File: src/rtl/control_sequencer.sv
// Six-step fetch/execute control sequencer for the mini computer.
// Each step lasts PH_CYC clocks; enables cover phases 1..PH_CYC-1, load strobes pulse at PH_CYC-2.
module control_sequencer #(
  parameter int  NREG   = 4,
  parameter int  PH_CYC = 4,
  localparam int RSEL_W = $clog2(NREG),
  localparam int IR_W   = 4 + 2*RSEL_W
) (
  input  logic            clk,
  input  logic            rst_n,
  input  logic [IR_W-1:0] i_ir,
  input  logic [3:0]      i_alu_flags,
  output logic            o_bus1,
  output logic            o_iar_en,
  output logic            o_ram_en,
  output logic            o_acc_en,
  output logic            o_ir_set,
  output logic            o_mar_set,
  output logic            o_iar_set,
  output logic            o_acc_set,
  output logic            o_ram_set,
  output logic            o_tmp_set,
  output logic [NREG-1:0] o_reg_en,
  output logic [NREG-1:0] o_reg_set,
  output logic [2:0]      o_alu_op,
  output logic [3:0]      o_flags,
  output logic [5:0]      o_step,
  output logic            o_halted
);

  localparam int PH_W = $clog2(PH_CYC);
  localparam logic [PH_W-1:0] PH_SET  = PH_W'(PH_CYC - 2);
  localparam logic [PH_W-1:0] PH_LAST = PH_W'(PH_CYC - 1);

  localparam logic [5:0] S1 = 6'b000001;
  localparam logic [5:0] S2 = 6'b000010;
  localparam logic [5:0] S3 = 6'b000100;
  localparam logic [5:0] S4 = 6'b001000;
  localparam logic [5:0] S5 = 6'b010000;
  localparam logic [5:0] S6 = 6'b100000;

  localparam logic [2:0] OP_LOAD  = 3'd0;
  localparam logic [2:0] OP_STORE = 3'd1;
  localparam logic [2:0] OP_DATA  = 3'd2;
  localparam logic [2:0] OP_JMPR  = 3'd3;
  localparam logic [2:0] OP_JMP   = 3'd4;
  localparam logic [2:0] OP_JCAF  = 3'd5;
  localparam logic [2:0] OP_CLF   = 3'd6;
  localparam logic [2:0] OP_HALT  = 3'd7;
  localparam logic [2:0] ALU_CMP  = 3'd7;

  logic [5:0]      r_step;
  logic [PH_W-1:0] r_phase;
  logic [3:0]      r_flags;
  logic            r_halted;
  logic            r_live;

  logic              w_is_alu;
  logic [2:0]        w_op;
  logic [RSEL_W-1:0] w_rb;
  logic [RSEL_W-1:0] w_ra;
  logic              w_live;
  logic              w_en_win;
  logic              w_set_win;
  logic              w_flag_load;
  logic              w_flag_clr;
  logic              w_halt_now;

  logic              w_req_bus1, w_req_iar_en, w_req_ram_en, w_req_acc_en;
  logic              w_req_ir_set, w_req_mar_set, w_req_iar_set;
  logic              w_req_acc_set, w_req_ram_set, w_req_tmp_set;
  logic              w_req_reg_en, w_req_reg_set;
  logic [RSEL_W-1:0] w_reg_en_sel, w_reg_set_sel;
  logic [2:0]        w_req_alu_op;

  assign w_is_alu = i_ir[IR_W-1];
  assign w_op     = i_ir[IR_W-2:IR_W-4];
  assign w_rb     = i_ir[2*RSEL_W-1:RSEL_W];
  assign w_ra     = i_ir[RSEL_W-1:0];

  // r_live keeps bus1/alu_op quiet in the very first phase after reset.
  assign w_live     = r_live & ~r_halted;
  assign w_en_win   = w_live && (r_phase != '0);
  assign w_set_win  = w_live && (r_phase == PH_SET);
  assign w_flag_load = w_set_win && (r_step == S5) && w_is_alu;
  assign w_flag_clr  = w_set_win && (r_step == S4) && !w_is_alu && (w_op == OP_CLF);
  assign w_halt_now  = (r_step == S4) && !w_is_alu && (w_op == OP_HALT);

  always_ff @(posedge clk or negedge rst_n) begin
    if (!rst_n) begin
      r_step   <= S1;
      r_phase  <= '0;
      r_flags  <= 4'd0;
      r_halted <= 1'b0;
      r_live   <= 1'b0;
    end else if (!r_halted) begin
      r_live <= 1'b1;
      if (r_phase == PH_LAST) begin
        if (w_halt_now) begin
          r_halted <= 1'b1;
        end else begin
          r_phase <= '0;
          r_step  <= {r_step[4:0], r_step[5]};
        end
      end else begin
        r_phase <= r_phase + 1'b1;
      end
      if (w_flag_load)     r_flags <= i_alu_flags;
      else if (w_flag_clr) r_flags <= 4'd0;
    end
  end

  always_comb begin
    w_req_bus1    = 1'b0; w_req_iar_en  = 1'b0; w_req_ram_en  = 1'b0; w_req_acc_en = 1'b0;
    w_req_ir_set  = 1'b0; w_req_mar_set = 1'b0; w_req_iar_set = 1'b0;
    w_req_acc_set = 1'b0; w_req_ram_set = 1'b0; w_req_tmp_set = 1'b0;
    w_req_reg_en  = 1'b0; w_req_reg_set = 1'b0;
    w_reg_en_sel  = w_ra; w_reg_set_sel = w_rb;
    w_req_alu_op  = 3'd0;
    case (r_step)
      S1: begin w_req_bus1 = 1'b1; w_req_iar_en = 1'b1; w_req_mar_set = 1'b1; w_req_acc_set = 1'b1; end
      S2: begin w_req_ram_en = 1'b1; w_req_ir_set = 1'b1; end
      S3: begin w_req_acc_en = 1'b1; w_req_iar_set = 1'b1; end
      S4: begin
        if (w_is_alu) begin
          w_req_reg_en = 1'b1; w_reg_en_sel = w_rb; w_req_tmp_set = 1'b1;
        end else begin
          case (w_op)
            OP_LOAD, OP_STORE: begin w_req_reg_en = 1'b1; w_req_mar_set = 1'b1; end
            OP_DATA, OP_JCAF: begin
              w_req_bus1 = 1'b1; w_req_iar_en = 1'b1; w_req_mar_set = 1'b1; w_req_acc_set = 1'b1;
            end
            OP_JMPR: begin w_req_reg_en = 1'b1; w_reg_en_sel = w_rb; w_req_iar_set = 1'b1; end
            OP_JMP:  begin w_req_iar_en = 1'b1; w_req_mar_set = 1'b1; end
            default: ;
          endcase
        end
      end
      S5: begin
        if (w_is_alu) begin
          w_req_reg_en = 1'b1; w_req_alu_op = w_op; w_req_acc_set = 1'b1;
        end else begin
          case (w_op)
            OP_LOAD, OP_DATA: begin w_req_ram_en = 1'b1; w_req_reg_set = 1'b1; end
            OP_STORE: begin w_req_reg_en = 1'b1; w_reg_en_sel = w_rb; w_req_ram_set = 1'b1; end
            OP_JMP:   begin w_req_ram_en = 1'b1; w_req_iar_set = 1'b1; end
            OP_JCAF:  begin w_req_acc_en = 1'b1; w_req_iar_set = 1'b1; end
            default: ;
          endcase
        end
      end
      S6: begin
        if (w_is_alu) begin
          if (w_op != ALU_CMP) begin w_req_acc_en = 1'b1; w_req_reg_set = 1'b1; end
        end else if (w_op == OP_DATA) begin
          w_req_acc_en = 1'b1; w_req_iar_set = 1'b1;
        end else if ((w_op == OP_JCAF) && |(i_ir[3:0] & r_flags)) begin
          w_req_ram_en = 1'b1; w_req_iar_set = 1'b1;
        end
      end
      default: ;
    endcase
  end

  assign o_bus1    = w_live & w_req_bus1;
  assign o_iar_en  = w_en_win & w_req_iar_en;
  assign o_ram_en  = w_en_win & w_req_ram_en;
  assign o_acc_en  = w_en_win & w_req_acc_en;
  assign o_ir_set  = w_set_win & w_req_ir_set;
  assign o_mar_set = w_set_win & w_req_mar_set;
  assign o_iar_set = w_set_win & w_req_iar_set;
  assign o_acc_set = w_set_win & w_req_acc_set;
  assign o_ram_set = w_set_win & w_req_ram_set;
  assign o_tmp_set = w_set_win & w_req_tmp_set;
  assign o_alu_op  = w_live ? w_req_alu_op : 3'd0;
  assign o_flags   = r_flags;
  assign o_step    = r_step;
  assign o_halted  = r_halted;

  genvar gi;
  generate
    for (gi = 0; gi < NREG; gi++) begin : g_reg
      assign o_reg_en[gi]  = w_en_win  & w_req_reg_en  & (w_reg_en_sel  == RSEL_W'(gi));
      assign o_reg_set[gi] = w_set_win & w_req_reg_set & (w_reg_set_sel == RSEL_W'(gi));
    end
  endgenerate

endmodule

File: config.mk
export PLATFORM = sky130hd
export DESIGN_NAME = control_sequencer
export DESIGN_NICKNAME = d
export VERILOG_FILES = /design/src/rtl/control_sequencer.sv
export SDC_FILE = /design/constraint.sdc
export NUM_CORES = 1
export LEC_CHECK = 0
export CORE_MARGIN = 2
export CORE_UTILIZATION = 40
export DETAILED_ROUTE_END_ITERATION = 16
export PLACE_DENSITY = 0.84
export SETUP_SLACK_MARGIN = 0.5
export SYNTH_ARGS = -nofsm -noshare
export SYNTH_HDL_FRONTEND = slang
export SYNTH_SLANG_ARGS = --single-unit
export TNS_END_PERCENT = 10
File: constraint.sdc
create_clock -name clk -period 2.2 [get_ports clk]
set_clock_uncertainty 0.2 [all_clocks]
set_input_delay 0.44 -clock clk [delete_from_list [all_inputs] [get_ports clk]]
set_output_delay 0.44 -clock clk [all_outputs]
set_load 0.005 [all_outputs]
==> After elaboration in Yosys (flattened, before gate mapping) <==
Index checks and enable logic that the tools add are counted.
{ "classes": {"mux": 58, "eq_ne": 23, "order_cmp": 0, "n_bitwise": 24, "n_reduce_logical": 27, "shifts": 0, "n_addsub": 1, "mul": 0, "n_div": 0} }
{ "op_table": {"columns": ["operator", "count"], "rows": [
  ["2-to-1 mux 1 bit", 37],
  ["bitwise AND 1 bit", 21],
  ["equality test 2 bit (second input constant)", 6],
  ["equality test 3 bit (second input constant)", 4],
  ["2-to-1 mux 2 bit", 6],
  ["logical AND 1 bit", 10],
  ["one-hot mux 1 bit (2 select lines)", 5],
  ["2-to-1 mux 3 bit", 3],
  ["one-hot mux 1 bit (3 select lines)", 3],
  ["OR reduction 3 bit", 3],
  ["2-to-1 mux 4 bit", 2],
  ["equality test 3 x 2 -> 1 bit (second input constant)", 2],
  ["equality test 6 x 1 -> 1 bit (second input constant)", 1],
  ["equality test 6 x 2 -> 1 bit (second input constant)", 1],
  ["equality test 6 x 3 -> 1 bit (second input constant)", 1],
  ["equality test 6 x 4 -> 1 bit (second input constant)", 1],
  ["equality test 6 x 5 -> 1 bit (second input constant)", 1],
  ["equality test 6 bit (second input constant)", 1],
  ["OR reduction 2 bit", 3],
  ["OR reduction 5 bit", 1],
  ["bitwise AND 4 bit", 1],
  ["equality test 2 x 1 -> 1 bit (second input constant)", 2],
  ["zero test 2 bit", 2],
  ["one-hot mux 1 bit (4 select lines)", 1],
  ["12 further kinds", 15]
]} }
{ "word_totals": {"output_inout_bits": 32, "elab_cells": 138, "regBits": 14, "inputBits": 14, "ram_bits": 0, "romBits": 0, "latchBits": 0, "memories": 0} }

==> Longest topological paths before layout <==
Gate-level depths: netlist (run 1).
{ "depth": {"word_depth": 8, "ltp_mapped": 6, "mapped_depth_nobuf": 6} }

==> Worst setup path after synthesis (run 1) <==
OpenSTA, ideal clock, no wires.
{ "synth_timing": {"path_type": "register -> output", "from": "reg r_step[1] (netlist: o_step[1])", "to": "out o_reg_en[3]", "stages_incl_launch_ff": 6, "arrival_time_ns": 1.791, "required_ns": 1.560, "setup_slack_ns": -0.231, "n_path_buf": 0, "cell_sequence": "dfrtp_1 > nor4_4 > nand3b_4 > o31ai_4 > mux2_2 > nor2_1"} }
{ "synth_between": {"elab_chain_cells": 4, "elab_cells_between_ends": 7} }
{ "synth_lines": {"columns": ["element", "line_no", "rtl"], "rows": [
  ["start: declaration", "52", "logic [5:0] r_step;"],
  ["start signal: assignment", "103", "r_step <= {r_step[4:0], r_step[5]};"],
  ["equality test 6 x 5 -> 1 bit / equality test 6 x 4 -> 1 bit (equally long branches)", "120", "case (r_step)"],
  ["one-hot mux 2 bit (2 select lines) / one-hot mux 1 bit (2 select lines) (equally long branches)", "120", null],
  ["equality test 2 bit / bitwise AND 1 bit (equally long branches)", "183", "assign o_reg_en[gi] = w_en_win & w_req_reg_en & (w_reg_en_sel == RSEL_W'(gi));"],
  ["bitwise AND 1 bit (*)", "183", null],
  ["end: declaration", "23", "output logic [NREG-1:0] o_reg_en,"]
]} }
Every way passes the cells marked *; elsewhere a longest branch is shown, timed or not.

==> Final worst setup path (run 1) <==
Ends and elaborated chain as after synthesis.

==> metrics, run 1 <==
status complete, but fails checks; failing checks setup timing; Util after Layout 0.802; Final setup viols 25; post-synthesis simple-gate area fraction 0.334; largest family of logic cells by synthesized area simple AND/OR/NAND/NOR gates; core area 0.00298 mm2; Pleak 1.15 nW; Starting Density 0.413; crit path capture type output port; period utilisation layout 1.29; Longest Clk Path Bufs 2; Hold Crit Class register to register; Worst Max-Slew Pin Slew between 0.6 and 0.7 ns; Ys Warns 0; Post-DP HPWL 3.35 mm; router iterations before antenna repair 4; Worst Path Required approximately 1.6 ns; cell family with most CP delay simple AND/OR/NAND/NOR gates; Clock Latency Late Sink roughly 0.27 ns; met3 WL 220 um; DRT iter0 DRCs between 100 and 150; fin cells about 280; DP Cell Count 260; ANT cells 0; RSZ-0062 raised after global routing true; cell area after layout approximately 0.0024 mm2; clk root buf clkbuf_4; synthesized flop and latch total 14; Placed Area 0.00205 mm2; I/O Buffers 45; Fin Setup TNS -9.84 ns; DIE HEIGHT 59.5 um; Worst Setup Path Type register to output port; top_reg_cell synth dfrtp_1; Total Nets Final between 200 and 300; H-tree depth 1; CTS tree done; number of clock sinks 14; largest fanout on the critical path 4; post-synthesis net count about 160; compound-cell area share of the yosys netlist 0.231; DR WL/cell 18.3 um; distinct cell type count of the synthesized netlist 50; mux cell area share after synthesis 0.0631; critical-path cell list nor4_4, nand3b_4, buf_6, o31ai_4, buf_4, mux2_4, nor2_2, buf_2; CP Launch Type register; hold buffer count at cts 0; xor/xnor share of the synthesized area 0; Max-cap violations 0; share of layout cells above drive strength 1 0.584; CTS clock-pin slew for the worst setup and hold paths about 0.080 ns; met1 wire length 2.01 mm; post-route setup slack -0.643 ns; via count 1592; crit-path max cell delay 0.44 ns; Final Max Slew Viols 0; Syn-to-layout area delta 94.1%; crit path time final between 2 and 3 ns; # IOs 46; post-synthesis adder-cell area fraction 0.0305; commonest non-fill, non-tap cell in the layout buf_4; most frequent cells in the layout buf_4 (48), buf_6 (16), buf_2 (13), dfrtp_1 (12), clkdlybuf4s50_1 (11); Mapped Cells between 100 and 150; Critical Path Slowest Stage Cell dfrtp_2; # DRC 0; Overall Global Routing Usage 0.300; Met2 Wirelength around 2.7 mm; Max VDD drop between 600 and 700 uV; pwr/cell area roughly 900 mW/mm2; Post-DRT Antenna Nets 0; Vias per Instance 5.73; GPL Wtd Cong between 0.8 and 0.9; Async SR Flop Fraction 1.00; Worst Path Buf+Inv 3; DR top layer met4; Avg Inst Size Synth roughly 8.8 um2; f_max between 300 and 400 MHz; final wirelength approximately 5.1 mm; initial antenna violation count 0; Rows 20; Cell Area, Synth 0.00123 mm2; critical path arrival 2.20 ns; DIE AREA 0.00353 mm2; Inserted Clock Buffers 3; Slew headroom 0.583; vias in the first global route between 1500 and 2000; global-route wire length before repair slightly below 8 mm; final hold viol count 0; EDFF count, synth 0; sequential fraction of the synthesis area 0.286; Die W 59.5 um; largest net degree at the start of global routing 15; Overflow after GRT 0
## Yosys cell counts, types with 2 or more instances
| cell type | count | share of area |
|---|---|---|
| a211oi_1 | 3 | 0.018 |
| a21oi_1 | 10 | 0.041 |
| a22o_1 | 5 | 0.036 |
| and2_1 | 2 | 0.010 |
| and3_1 | 6 | 0.031 |
| and3b_2 | 2 | 0.016 |
| buf_6 | 2 | 0.018 |
| clkbuf_1 | 2 | 0.0061 |
| dfrtp_1 | 13 | 0.26 |
| ha_1 | 3 | 0.031 |
| inv_1 | 7 | 0.021 |
| mux2_2 | 6 | 0.055 |
| nand2_1 | 12 | 0.037 |
| nand2b_1 | 4 | 0.020 |
| nand3_1 | 2 | 0.0081 |
| nand3b_1 | 3 | 0.018 |
| nor2_1 | 10 | 0.031 |
| nor2b_1 | 5 | 0.025 |
| nor3_1 | 2 | 0.0081 |
| nor3b_1 | 2 | 0.012 |
| nor4_1 | 2 | 0.010 |
| o2111ai_1 | 2 | 0.014 |
| o211ai_1 | 2 | 0.012 |
| o21ai_0 | 5 | 0.020 |
| o22ai_1 | 2 | 0.010 |
## registers in the layout, summed over array words and instances (netlist names)
name / flops
r_live: 1
r_phase: 2
o_halted: 1
o_flags: 4
o_step: 6
## logic make-up after synthesis
logic type	Yosys count
AO/OA/AOI/OAI	37
adder cells (fa/ha/maj)	3
buffers and inverters	13
flip-flops	14
multiplexers	7
AND/OR/NAND/NOR	65
## power by group
group,internal [mW],total (mW),switching [mW]
logic,0.871,1.59,0.722
clock network,0.0702,0.147,0.0771
registers,0.352,0.438,0.0861
total,1.29,2.18,0.885
## through the flow
stage	total power [mW]	hold WS [ns]	setup slack, ns
after floorplan	0.974	-0.0556	-0.200
after global placement	1.65	0.247	-1.14
after detailed placement	1.69	0.283	-1.21
after CTS	2.06	0.310	-0.640
after global routing	2.30	0.337	-0.734
final	2.18	0.307	-0.643
## what timing repair did
item                                    CTS  global route
endpoints found under the setup margin   45            39
buffers inserted                         12             2
pin swaps                                20            19
hold endpoints to repair                  0             0
gates resized for setup                 137            28
## path summary, 6_finish.rpt
check | start | endpoint | slack, ns | cells past startpoint
hold reg to reg | r_live | r_live | 0.31 | 1
hold / removal | r_live | r_live | 0.31 | 1
min in group asynchronous | rst_n | o_halted | 0.35 | 1
setup / recovery | o_step[1] | o_reg_en[3] | -0.64 | 8
setup reg to reg | o_step[1] | o_step[4] | -0.06 | 7
max in group asynchronous | rst_n | o_step[1] | 1.01 | 1
## worst reg2reg max path, stage by stage, from the launching register on
cell	delay, ns
dfrtp_2	0.44
buf_4	0.15
nor4_4	0.26
buf_4	0.19
and4_4	0.26
buf_6	0.12
a211o_4	0.18
mux2_2	0.34
## routing by layer
| layer | GRT usage | up-vias |
|---|---|---|
| li1 | - | 735 |
| met1 | 0.374 | 787 |
| met4 | 0.117 | 0 |
| met2 | 0.526 | 56 |
| met3 | 0.0306 | 14 |
| met5 | 0 | - |
## layout make-up
| class | instances | area, um2 |
|---|---|---|
| inverter | 7 | 26.3 |
| sequential | 14 | 353 |
| timing repair buffer | 108 | 902 |
| multi-input combinational | 112 | 1040 |
| tap | 33 | 41.3 |
| clock buffer | 4 | 26.3 |
| fill | 179 | 591 |
Note: power is estimated with default switching activity, not from simulation.
==> run 2, diff against run 1 <==
Settings changed: ABC_CLOCK_PERIOD_IN_PS set to 2200.
==> results of run 2 <==
Final layout, timing and power as in run 1 (identical DEF).
